`src/rtl/uart_txq.sv`:
```
// rtl/uart_txq.sv - UART transmitter with push FIFO, parity/stop framing, break and flow control
module uart_txq #(
    parameter int DATA_W     = 9,
    parameter int FIFO_DEPTH = 16,
    parameter int DIV_W      = 16,
    parameter int TRIG_LVL   = 4
) (
    input  logic                        clk,
    input  logic                        rst,
    input  logic                        enable_i,
    input  logic [DIV_W-1:0]            div_i,
    input  logic [3:0]                  len_i,
    input  logic [1:0]                  pdsel_i,
    input  logic                        stsel_i,
    input  logic                        txinv_i,
    input  logic                        fce_i,
    input  logic                        cts_i,
    input  logic                        txbrk_i,
    input  logic                        wr_valid_i,
    input  logic [DATA_W-1:0]           wr_data_i,
    output logic                        wr_ready_o,
    output logic                        txd_o,
    output logic [$clog2(FIFO_DEPTH):0] level_o,
    output logic                        empty_o,
    output logic                        busy_o,
    output logic                        tx_trig_o,
    output logic                        ovf_o
);
    localparam int AW = $clog2(FIFO_DEPTH);

    typedef enum logic [2:0] {
        S_IDLE, S_START, S_DATA, S_PARITY, S_STOP, S_BREAK
    } state_t;

    logic [DATA_W-1:0] r_mem [FIFO_DEPTH];
    logic [AW-1:0]     r_wptr, r_rptr;
    logic [AW:0]       r_level;

    state_t            r_state, w_state_nxt;
    logic [DIV_W-1:0]  r_cnt, r_div;
    logic [DATA_W-1:0] r_shift;
    logic [3:0]        r_len, r_bitidx;
    logic [1:0]        r_pdsel;
    logic              r_stsel, r_stop2, r_par, r_txd;

    logic              w_full, w_empty, w_push, w_pop, w_brk_start, w_shift_en;
    logic              w_stop_second, w_launch, w_boundary, w_can_pop, w_line, w_xor, w_par;
    logic [3:0]        w_len;
    logic [DATA_W-1:0] w_head;

    assign w_full     = (r_level == (AW+1)'(FIFO_DEPTH));
    assign w_empty    = (r_level == '0);
    assign w_push     = wr_valid_i && !w_full;
    assign w_head     = r_mem[r_rptr];
    assign w_boundary = (r_cnt == r_div);
    assign w_can_pop  = !w_empty && (!fce_i || cts_i);

    always_ff @(posedge clk) begin
        if (w_push) r_mem[r_wptr] <= wr_data_i;
    end

    always_ff @(posedge clk) begin
        if (rst) begin
            r_wptr  <= '0;
            r_rptr  <= '0;
            r_level <= '0;
        end else begin
            if (w_push) r_wptr <= r_wptr + AW'(1);
            if (w_pop)  r_rptr <= r_rptr + AW'(1);
            case ({w_push, w_pop})
                2'b10:   r_level <= r_level + (AW+1)'(1);
                2'b01:   r_level <= r_level - (AW+1)'(1);
                default: r_level <= r_level;
            endcase
        end
    end

    // Frame length clamp and parity are taken from the FIFO head at the moment of the pop
    always_comb begin
        w_len = len_i;
        if (len_i < 4'd5)
            w_len = 4'd5;
        else if (len_i > 4'(DATA_W))
            w_len = 4'(DATA_W);
        w_xor = 1'b0;
        for (int i = 0; i < DATA_W; i++) begin
            if (i < int'(w_len)) w_xor = w_xor ^ w_head[i];
        end
        case (pdsel_i)
            2'b01:   w_par = w_xor;
            2'b10:   w_par = ~w_xor;
            default: w_par = 1'b1;
        endcase
    end

    always_ff @(posedge clk) begin
        if (rst) r_state <= S_IDLE;
        else     r_state <= w_state_nxt;
    end

    always_comb begin
        w_state_nxt   = r_state;
        w_pop         = 1'b0;
        w_brk_start   = 1'b0;
        w_shift_en    = 1'b0;
        w_stop_second = 1'b0;
        w_launch      = 1'b0;
        w_line        = 1'b1;
        case (r_state)
            S_IDLE:   w_launch = 1'b1;
            S_START:  if (w_boundary) w_state_nxt = S_DATA;
            S_DATA: begin
                if (w_boundary) begin
                    if (r_bitidx == r_len - 4'd1)
                        w_state_nxt = (r_pdsel != 2'b00) ? S_PARITY : S_STOP;
                    else
                        w_shift_en = 1'b1;
                end
            end
            S_PARITY: if (w_boundary) w_state_nxt = S_STOP;
            S_STOP: begin
                if (w_boundary) begin
                    if (r_stsel && !r_stop2) w_stop_second = 1'b1;
                    else                     w_launch      = 1'b1;
                end
            end
            S_BREAK:  if (w_boundary && !txbrk_i) w_state_nxt = S_STOP;
            default:  w_state_nxt = S_IDLE;
        endcase
        // The end of a stop bit makes the same decision as IDLE so frames run back-to-back
        if (w_launch) begin
            if (txbrk_i) begin
                w_state_nxt = S_BREAK;
                w_brk_start = 1'b1;
            end else if (w_can_pop) begin
                w_state_nxt = S_START;
                w_pop       = 1'b1;
            end else begin
                w_state_nxt = S_IDLE;
            end
        end
        if (!enable_i) begin
            w_state_nxt   = S_IDLE;
            w_pop         = 1'b0;
            w_brk_start   = 1'b0;
            w_shift_en    = 1'b0;
            w_stop_second = 1'b0;
        end
        case (w_state_nxt)
            S_START, S_BREAK: w_line = 1'b0;
            S_DATA:           w_line = w_shift_en ? r_shift[1] : r_shift[0];
            S_PARITY:         w_line = r_par;
            default:          w_line = 1'b1;
        endcase
    end

    always_ff @(posedge clk) begin
        if (rst) begin
            r_cnt    <= '0;
            r_div    <= '0;
            r_shift  <= '0;
            r_len    <= '0;
            r_bitidx <= '0;
            r_pdsel  <= '0;
            r_stsel  <= 1'b0;
            r_stop2  <= 1'b0;
            r_par    <= 1'b0;
            r_txd    <= txinv_i;
        end else begin
            r_txd <= w_line ^ txinv_i;
            if (r_state == S_IDLE || w_boundary || w_state_nxt != r_state)
                r_cnt <= '0;
            else
                r_cnt <= r_cnt + DIV_W'(1);
            if (w_pop) begin
                r_shift  <= w_head;
                r_len    <= w_len;
                r_pdsel  <= pdsel_i;
                r_stsel  <= stsel_i;
                r_div    <= div_i;
                r_par    <= w_par;
                r_bitidx <= '0;
                r_stop2  <= 1'b0;
            end else if (w_brk_start) begin
                r_stsel  <= stsel_i;
                r_div    <= div_i;
                r_stop2  <= 1'b0;
            end else begin
                if (w_shift_en) begin
                    r_shift  <= r_shift >> 1;
                    r_bitidx <= r_bitidx + 4'd1;
                end
                if (w_stop_second) r_stop2 <= 1'b1;
            end
        end
    end

    assign wr_ready_o = !w_full;
    assign ovf_o      = wr_valid_i && w_full;
    assign level_o    = r_level;
    assign empty_o    = w_empty;
    assign busy_o     = (r_state != S_IDLE);
    assign tx_trig_o  = (r_level <= (AW+1)'(TRIG_LVL));
    assign txd_o      = r_txd;
endmodule
```
`config.mk`:
```
export PLATFORM = sky130hd
export DESIGN_NAME = uart_txq
export DESIGN_NICKNAME = d
export VERILOG_FILES = /design/src/rtl/uart_txq.sv
export SDC_FILE = /design/constraint.sdc
export NUM_CORES = 1
export LEC_CHECK = 0
export ABC_AREA = 1
export BUFFER_PORTS_ARGS = -buffer_cell sky130_fd_sc_hd__buf_4
export CAP_MARGIN = 15
export CELL_PAD_IN_SITES_DETAIL_PLACEMENT = 1
export CELL_PAD_IN_SITES_GLOBAL_PLACEMENT = 1
export CORE_MARGIN = 2
export CORE_UTILIZATION = 30
export CTS_CLUSTER_SIZE = 16
export DETAILED_ROUTE_END_ITERATION = 7
export PLACE_DENSITY = 0.51
export SETUP_SLACK_MARGIN = 0.3
export SLEW_MARGIN = 15
export SYNTH_ARGS = -nofsm -noshare
export SYNTH_HDL_FRONTEND = slang
export SYNTH_SLANG_ARGS = --single-unit
```
`constraint.sdc`:
```
create_clock -name clk -period 7.7 [get_ports clk]
set_input_delay 1.54 -clock clk [delete_from_list [all_inputs] [get_ports clk]]
set_output_delay 1.54 -clock clk [all_outputs]
set_load 0.01 [all_outputs]
```
Yosys cells after proc, flatten, opt, wreduce, memory -nomap -nowiden
Memory sizes are Yosys's and may differ from the RTL's. A register that Yosys moved wholly into a read port is not among the register bits. Index checks and enable logic that the tools add are counted.

Register bits: 71. Memory bits (writable): 144. Bits of input ports: 40. Output and inout bits: 11. Word-level logic and storage cells: 146. Memories kept: 1.

$add $sub $neg: 7. $lt $le $gt $ge: 12. Equal/unequal tests: 18. Multiplexer cells: 56. Bitwise logic cells: 11. Reductions and logical operators: 27.

Memories: r_mem (depth 16, width 9, read ports 1, clocked after Yosys merged registers in 1, write ports 1, line 35) `logic [DATA_W-1:0] r_mem [FIFO_DEPTH];`.

Operators with widths (number): $mux W1 (33); $mux W16 (2); $mux W3 (9); $mux W9 (3); $add A16 B1 Y16 const B (1); $eq A16 B16 Y1 (1); $lt A3 B4 Y1 const A (4); $mux W4 (4); $pmux W3 S5 (1); $add A4 B1 Y4 const B (3); $eq A3 B2 Y1 const B (4); $pmux W5 S2 (1); $eq A3 B3 Y1 const B (3); $xor A1 B1 Y1 (9); $lt A1 B4 Y1 const A (2); $lt A2 B4 Y1 const A (2); $reduce_bool A2 Y1 (4); $reduce_or A2 Y1 (4); $eq A3 B1 Y1 const B (2); $add A5 B1 Y5 const B (1); $eq A5 B5 Y1 const B (1); $le A5 B3 Y1 const B (1); $logic_and A1 B1 Y1 (5); $logic_not A1 Y1 (5); 19 further kinds (26).

Longest topological paths before layout
Gate-level depths: netlist of run 1.

Depth in word-level cells: 23. Mapped depth: 24. Depth with buffers taken out: 22.

Worst setup path before layout of run 1
Ideal clock, no wire load.

Path kind: input to register. From: in fce_i. To: reg r_level[4] (netlist: level_o[4]). Library setup time: 70 ps. Arrival time: 3518 ps. Required time: 7630 ps. Setup slack: 4112 ps. Stages on the path: 14. Path buffers: 1. Cell sequence: inv_1 > o211ai_1 > nor2_4 > buf_2 > ha_1 > inv_1 > fa_1 > inv_1 > a31oi_1 > inv_1 > nor2_1 > nor3_1 > o21ai_0 > a21oi_1.

Longest elaborated chain between the ends: 9. Elaborated cells between the ends (all ways): 11. Classes of those cells: eq/ne (2); mux (5); reduce/logical (4).

Ends and longest elaborated chain: start, declared (line 16) `input logic fce_i,`; $logic_not A1 Y1 * (line 56) `assign w_can_pop = !w_empty && (!fce_i || cts_i);`; $logic_or A1 B1 Y1 * (line 56); $logic_and A1 B1 Y1 * (line 56); $mux W1 * (line 135) `end else if (w_can_pop) begin`; $mux W1 * (line 132) `if (txbrk_i) begin`; $mux W1 * (line 131) `if (w_launch) begin`; $mux W1 * (line 142) `if (!enable_i) begin`; via w_pop (line 46) `logic w_full, w_empty, w_push, w_pop, w_brk_start, w_shift_en;`; $eq A2 B1 Y1 / $eq A2 B2 Y1 (equally long branches) (line 70) `case ({w_push, w_pop})`; $pmux W5 S2 / $reduce_bool A2 Y1 (equally long branches); end signal, assigned (line 71) `2'b10: r_level <= r_level + (AW+1)'(1);`; end signal, assigned (line 72) `2'b01: r_level <= r_level - (AW+1)'(1);`; end signal, assigned (line 73) `default: r_level <= r_level;`; end, declared (line 37) `logic [AW:0] r_level;`.

The timed path passes the listed nets; every way through them passes the cells marked *. A chain may end at the register's enable or synchronous reset.

Final worst setup path of run 1
From: in fce_i. To: reg r_level[4] (netlist: level_o[4]).

Longest elaborated chain between the ends: 9. Elaborated cells between the ends (all ways): 11. Classes of those cells: eq/ne (2); mux (5); reduce/logical (4).

Ends and longest elaborated chain (line): $logic_not A1 Y1 * (56); $logic_or A1 B1 Y1 * (56); $logic_and A1 B1 Y1 * (56); $mux W1 * (135); $mux W1 * (132); $mux W1 * (131); $mux W1 * (142); $eq A2 B1 Y1 / $eq A2 B2 Y1 (equally long branches) (70); $pmux W5 S2 / $reduce_bool A2 Y1 (equally long branches).

Mark *: on every way between the ends. The rest lies on a longest branch, timed or not.

==> flow_metrics.py, run 1 <==
metrics = {
    "yosys": {
        "async_reset_ff_share_pct": 0,
        "synth_top_area_share_pct": 42.7,
        "yosysSeqAreaShare_pct": 57.5,
        "synth_enable_flop_cells": 144,
        "synth_ff_type": "edfxtp_1",
        "syn-instance-count": 1088,
        "syn_area_um2": 10100,
        "ys.warnings.count": 0,
        "synth_cell_types": 49,
        "synthTopCellsByCount": "nand2_1 (281), edfxtp_1 (144), inv_1 (118)",
        "synthesis.nets": 1143,
        "synth.most_common_cell": "nand2_1",
        "syn_area_per_cell_um2": 9.31,
        "synth_area_leaders": "edfxtp_1 (43%), dfxtp_1 (15%), nand2_1 (10%), nand3_1 (4.8%), inv_1 (4.4%)",
        "synth-seq-cells": 219,
        "synth.largest_area_cell": "edfxtp_1",
    },
    "drt": {
        "dr.pass1.iters": 4,
        "vias_per_cell": 4.55,
        "detail-route-antenna-nets": 0,
        "avgRoutedWirePerCell_um": 16.2,
        "route.detailed.drc": 0,
        "wl_mm": 26.0,
        "vias": 7285,
        "drt_iter0_drc": 274,
    },
    "clocking": {
        "path_clk_slew_ns": 0.06,
        "cts_max_level": 1,
        "clockRootBuffer": "clkbuf_16",
        "clock_latency_ns": 0.54,
        "cts_tree": "done",
        "cts-buffers-inserted": 26,
        "hold_buffers": 0,
        "cts.sink_count": 219,
        "post_cts_resized": 0,
        "clockBufferDepth": 3,
        "post_cts_buffers": 0,
    },
    "run": {
        "cap_violations": 0,
    },
    "grt": {
        "use_met3_pct": 2.21,
        "grt_first_pass_wirelength_mm": 42.3,
        "grt_overflow_total": 0,
        "busiest_layer": "met2",
        "grt_util_all_layers_pct": 15.1,
        "use_met1_pct": 20.0,
        "met2_usage_pct": 26.1,
        "grt_pass1_vias": 7652,
        "grt_max_degree": 77,
        "grt_antenna_before_repair": 1,
    },
    "sta": {
        "relSlewSlack_pct": 24.1,
        "skew_ns": 0.0235,
        "setup_viol": 0,
        "slew_viol_final": 0,
        "finalHoldViolCount": 0,
        "rsz0062_at_grt": "false",
        "period_share_pct": 47.4,
        "min_period_ns": 3.65,
        "fmax_ghz": 0.274,
        "timing_worst_slew_pin_value_ns": 1.13,
        "fin_setup_tns_ns": 0,
    },
    "pwr": {
        "cellLeakagePower_nw": 4.64,
        "peakVddDrop_uv": 171,
        "p_per_area_nw_per_um2": 250,
    },
    "min_path": {
        "hp-class": "flop to flop",
    },
    "floorplanning": {
        "pin_count": 51,
        "die_x_um": 188,
        "start_util_pct": 30.4,
        "die_h_um": 188,
        "core_area_um2": 33400,
        "dieArea_um2": 35300,
        "num_rows": 67,
    },
    "final_layout": {
        "area_growth_pct": 15.8,
        "nFillCells": 3907,
        "drive_gt1_share_pct": 12.7,
        "utilization_pct": 35.2,
        "nNetsFinal": 1188,
        "num_antenna_cells": 0,
    },
    "worst_setup_path": {
        "path_max_fanout": 28,
        "critPathArrivalTime_ns": 4.11,
        "worstSetupEndpointType": "flop",
        "cp.required_ns": 8.16,
        "cp-start-kind": "primary input",
        "critPathKind": "primary input to flop",
    },
    "placed_design": {
        "dp_hpwl_mm": 16.7,
        "place.gp.congestion": 0.723,
        "portBuffers": 50,
    },
    "run_status": {
        "outcome": "finished clean",
    },
}
[worst paths after layout]
kind,slack [ns],cells past startpoint,startpoint,end
hold / removal,0.48,2,r_shift[8]$_SDFFE_PP0P_,r_shift[7]$_SDFFE_PP0P_
hold reg to reg,0.48,2,r_shift[8]$_SDFFE_PP0P_,r_shift[7]$_SDFFE_PP0P_
setup / recovery,4.05,14,fce_i,level_o[4]$_SDFFE_PP0P_
setup reg to reg,4.11,17,r_cnt[2]$_SDFF_PP0_,level_o[4]$_SDFFE_PP0P_
[worst max-delay path, cell delays in order]
cell      delay [ns]
buf_4           0.10
inv_1           0.04
o211ai_1        0.19
nor2_4          0.60
ha_1            0.38
inv_1           0.09
fa_1            0.41
inv_1           0.07
a31oi_1         0.10
inv_1           0.07
nor2_1          0.04
nor3_1          0.20
o21ai_0         0.11
a21oi_1         0.13
[flip-flops by register name (all words and copies together) (netlist names), named ones only]
signal and flops:
txd_o 1, level_o 5, r_par 1, r_state 3
r_stsel 1, r_len 4, r_wptr 4, r_stop2 1
r_cnt 16, r_shift 9, r_bitidx 4, r_pdsel 2
r_rptr 4, r_mem 144, r_div 16
[per-stage QoR]
stage / worst slack, ns / hold WS, ns / power (mW) / std cells / area (um^2)
after CTS: 4.04 / 0.484 / 2.98 / 1600 / 11700
after global placement: 3.57 / 0.470 / 1.75 / 1552 / 10900
after global routing: 3.78 / 0.509 / 3.08 / 1601 / 11700
after detailed placement: 3.53 / 0.475 / 1.76 / 1552 / 10900
final: 4.05 / 0.480 / 2.93 / 1601 / 11700
after floorplan: 4.11 / 0.441 / 1.63 / 1088 / 10100
[layout by cell type (no fill, tap or decap), types with 6 or more instances in the layout]
master / netlist / final
o21ai_0: 33 / 33
nand2_1: 281 / 281
nor3_1: 9 / 9
clkbuf_16: 0 / 27
a21oi_1: 35 / 35
nand3_1: 98 / 98
ha_1: 14 / 14
edfxtp_1: 144 / 144
xnor2_1: 20 / 20
nand4_1: 10 / 10
a31oi_1: 8 / 8
o21ai_1: 18 / 18
nor2_1: 102 / 102
nor2_4: 11 / 11
clkinv_1: 1 / 6
inv_2: 11 / 11
dfxtp_1: 75 / 74
xor2_1: 9 / 9
inv_1: 118 / 118
buf_4: 4 / 57
[kinds of logic after synthesis]
family / synth area share (%)
adders and majority gates: 1.93
AOI/OAI and AO/OA: 6.20
xor gates and xnor gates: 3.10
buffers and inverters: 7.32
DFF: 57.5
and+or+nand+nor: 24.0
[layer usage]
layer	vias to the layer above	share of wire (%)	wire length (um)
li1	3660	-	-
met1	3516	47	12100
met2	68	48	12500
met3	39	3.2	826
met4	2	2.0	507
met5	-	0.050	13
[report_power, final]
group	internal (mW)	switching [mW]	leakage, nW
sequential	1.29	0.0272	1.91
combinational	0.135	0.264	2.31
clock	0.719	0.492	0.422
[final cells by class]
cell class	count	area (um^2)	area share [%]
sequential	219	5830	49.7
clock buffer	36	759	6.47
clock inverter	12	90.1	0.768
inverter	130	488	4.16
multi-input combinational	698	3570	30.4
tap	448	561	4.78
timing repair buffer	58	439	3.74
(Power assumes the default switching activity.)
==> run 2, diff against run 1 <==
- PLACE_DENSITY: 0.51 -> 0.53
- clock period: 7.7 -> 3 ns (I/O delays scaled with it)
==> run 2 against run 1 <==
  * Non-clock buffer count rose by 29
  * Core utilization up 1.3 points
  * Routed wire length is 0.51% higher
  * Register-to-register slack lost 3.7 ns
  * Count of clock-buffer cells in the layout shrank 6
  * Sequential power rose to 2.6 times the previous value
  * Design area is 3.7% higher
  * Critical path type is now flop to flop
  * Critical endpoint unchanged
  * Highest routed layer unchanged
==> flow_metrics.py, run 2 (synthesized netlist as in run 1, its figures left out) <==
metrics = {
    "worst_setup_path": {
        "cp-start-kind": "flop",
        "critPathKind": "flop to flop",
        "crit_chain": "xnor2_1, nand4_1, nor3_4, nand3_2, nand2_4, nand2_4, nor2_4, ha_4, inv_2, fa_2, inv_2, a31oi_2, inv_1, nor2_1, nor3_2, buf_4, a21oi_1",
        "path_max_fanout": 5,
        "critPathArrivalTime_ns": 3.01,
        "worstSetupEndpointType": "flop",
        "max_stage_delay_ns": 0.37,
        "crit_path_top_delay_cell": "fa_2",
        "cp.required_ns": 3.42,
    },
    "sta": {
        "finalHoldViolCount": 0,
        "fin_setup_tns_ns": 0,
        "setup_viol": 0,
        "period_share_pct": 86.6,
        "min_period_ns": 2.60,
        "slew_viol_final": 0,
        "rsz0062_at_grt": "true",
        "timing_worst_slew_pin_value_ns": 0.454,
        "fmax_ghz": 0.385,
        "relSlewSlack_pct": 69.7,
        "skew_ns": 0.0122,
        "worst_slack_ns": 0.403,
    },
    "placed_design": {
        "dp_hpwl_mm": 17.2,
        "portBuffers": 50,
        "place_ws_ns": 0.167,
        "place.gp.congestion": 0.745,
    },
    "floorplanning": {
        "die_x_um": 188,
        "core_area_um2": 33400,
        "die_h_um": 188,
        "start_util_pct": 30.4,
        "pin_count": 51,
        "num_rows": 67,
        "dieArea_um2": 35300,
    },
    "clocking": {
        "cts-buffers-inserted": 26,
        "clockRootBuffer": "clkbuf_16",
        "hold_buffers": 0,
        "cts_max_level": 1,
        "clock_latency_ns": 0.54,
        "cts_tree": "done",
        "path_clk_slew_ns": 0.06,
        "clockBufferDepth": 3,
        "cts.sink_count": 219,
    },
    "drt": {
        "dr.pass1.iters": 5,
        "drt_iter0_drc": 341,
        "detail-route-antenna-nets": 0,
        "wl_mm": 26.1,
        "vias": 7388,
        "vias_per_cell": 4.54,
        "avgRoutedWirePerCell_um": 16.0,
        "route.detailed.drc": 0,
    },
    "pwr": {
        "power.total_mw": 7.80,
        "p_int_mw": 5.74,
        "seqPwrFrac_pct": 43.6,
        "peakVddDrop_uv": 396,
        "p_sw_mw": 2.06,
        "cellLeakagePower_nw": 4.85,
        "pwr-share-comb_pct": 14.2,
        "clkPwrFrac_pct": 42.3,
        "p_per_area_nw_per_um2": 641,
        "switching_share_pct": 26.4,
    },
    "grt": {
        "grt_antenna_before_repair": 1,
        "grt_first_pass_wirelength_mm": 42.1,
        "grt_util_all_layers_pct": 15.0,
        "grt_pass1_vias": 7540,
        "grt_overflow_total": 0,
        "grt_max_degree": 44,
    },
    "final_layout": {
        "area_growth_pct": 20.1,
        "final_cell_mix": "nand2_1 (280), edfxtp_1 (144), inv_1 (116)",
        "nNetsFinal": 1217,
        "largest_register_ffs": 144,
        "utilization_pct": 36.5,
        "final_common_cell": "nand2_1",
        "regMostFlops": "r_mem",
        "reg_top3": "r_mem x144, r_cnt x16, r_div x16",
        "num_antenna_cells": 0,
        "drive_gt1_share_pct": 17.4,
    },
    "min_path": {
        "hp-class": "primary input to flop",
    },
    "run_status": {
        "outcome": "finished clean",
    },
    "run": {
        "cap_violations": 0,
    },
}
[run 2: cell count changes in the layout (fill, tap and decap cells not counted), sizes merged]
cell / change
clkbuf: -6
bufinv: +3
inv: +1
buf: +29
clkinvlp: +2
clkinv: -1
[run 2: layout make-up]
class,instances,area [um^2]
fill,3879,21200
sequential,219,5850
multi-input combinational,698,3640
timing repair buffer,87,723
clock buffer,30,697
tap,448,561
inverter,130,493
clock inverter,17,204
[run 2: metal layers]
metal  part of all wire [%]  up-vias  global-route usage, %  wire (um)
met3                    3.0       39                   2.23        783
met2                     47       70                   25.2      12200
li1                       -     3710                      -          -
met4                    1.9        2                   3.54        497
met5                  0.050        -                      0         13
met1                     48     3567                   20.4      12600
[run 2: final timing paths]
check                   startpoint                 endpoint  slack [ns]  cells past startpoint
max          r_div[9]$_SDFFE_PP0P_  level_o[4]$_SDFFE_PP0P_        0.40                     17
min                       div_i[6]    r_div[6]$_SDFFE_PP0P_        0.31                      3
max reg2reg  r_div[9]$_SDFFE_PP0P_  level_o[4]$_SDFFE_PP0P_        0.40                     17
min reg2reg    r_cnt[0]$_SDFF_PP0_      r_cnt[0]$_SDFF_PP0_        0.44                      1
[run 2: power by group through the flow]
stage | logic, mW | registers, mW | clock network (mW)
2_1_floorplan | 0.736 | 3.44 | 0
3_3_place_gp | 1.07 | 3.45 | 0
3_5_place_dp | 1.08 | 3.45 | 0
4_1_cts | 1.10 | 3.39 | 3.40
5_1_grt | 1.26 | 3.41 | 3.53
6_report | 1.11 | 3.40 | 3.30
[run 2: critical path: cells and delay by family, from the launching register on]
kind | cells | cell delay (ns)
adders and majority gates | 2 | 0.55
and+or+nand+nor | 8 | 1.01
DFF | 1 | 0.35
AOI/OAI and AO/OA | 2 | 0.14
xor gates and xnor gates | 1 | 0.12
buffers and inverters | 4 | 0.33
[run 2: metrics by stage]
step	instance area [um^2]	std cells	hold WS [ns]
2_1_floorplan	10200	1088	0.418
3_3_place_gp	11100	1574	0.432
3_5_place_dp	11100	1574	0.437
4_1_cts	12000	1622	0.283
5_1_grt	12200	1629	0.308
6_report	12200	1629	0.310
[run 2: timing repair]
action,CTS,global route
pin swaps,2,9
gates resized for setup,1,31
buffers inserted,1,7
gates cloned,0,0
endpoints found under the setup margin,1,26
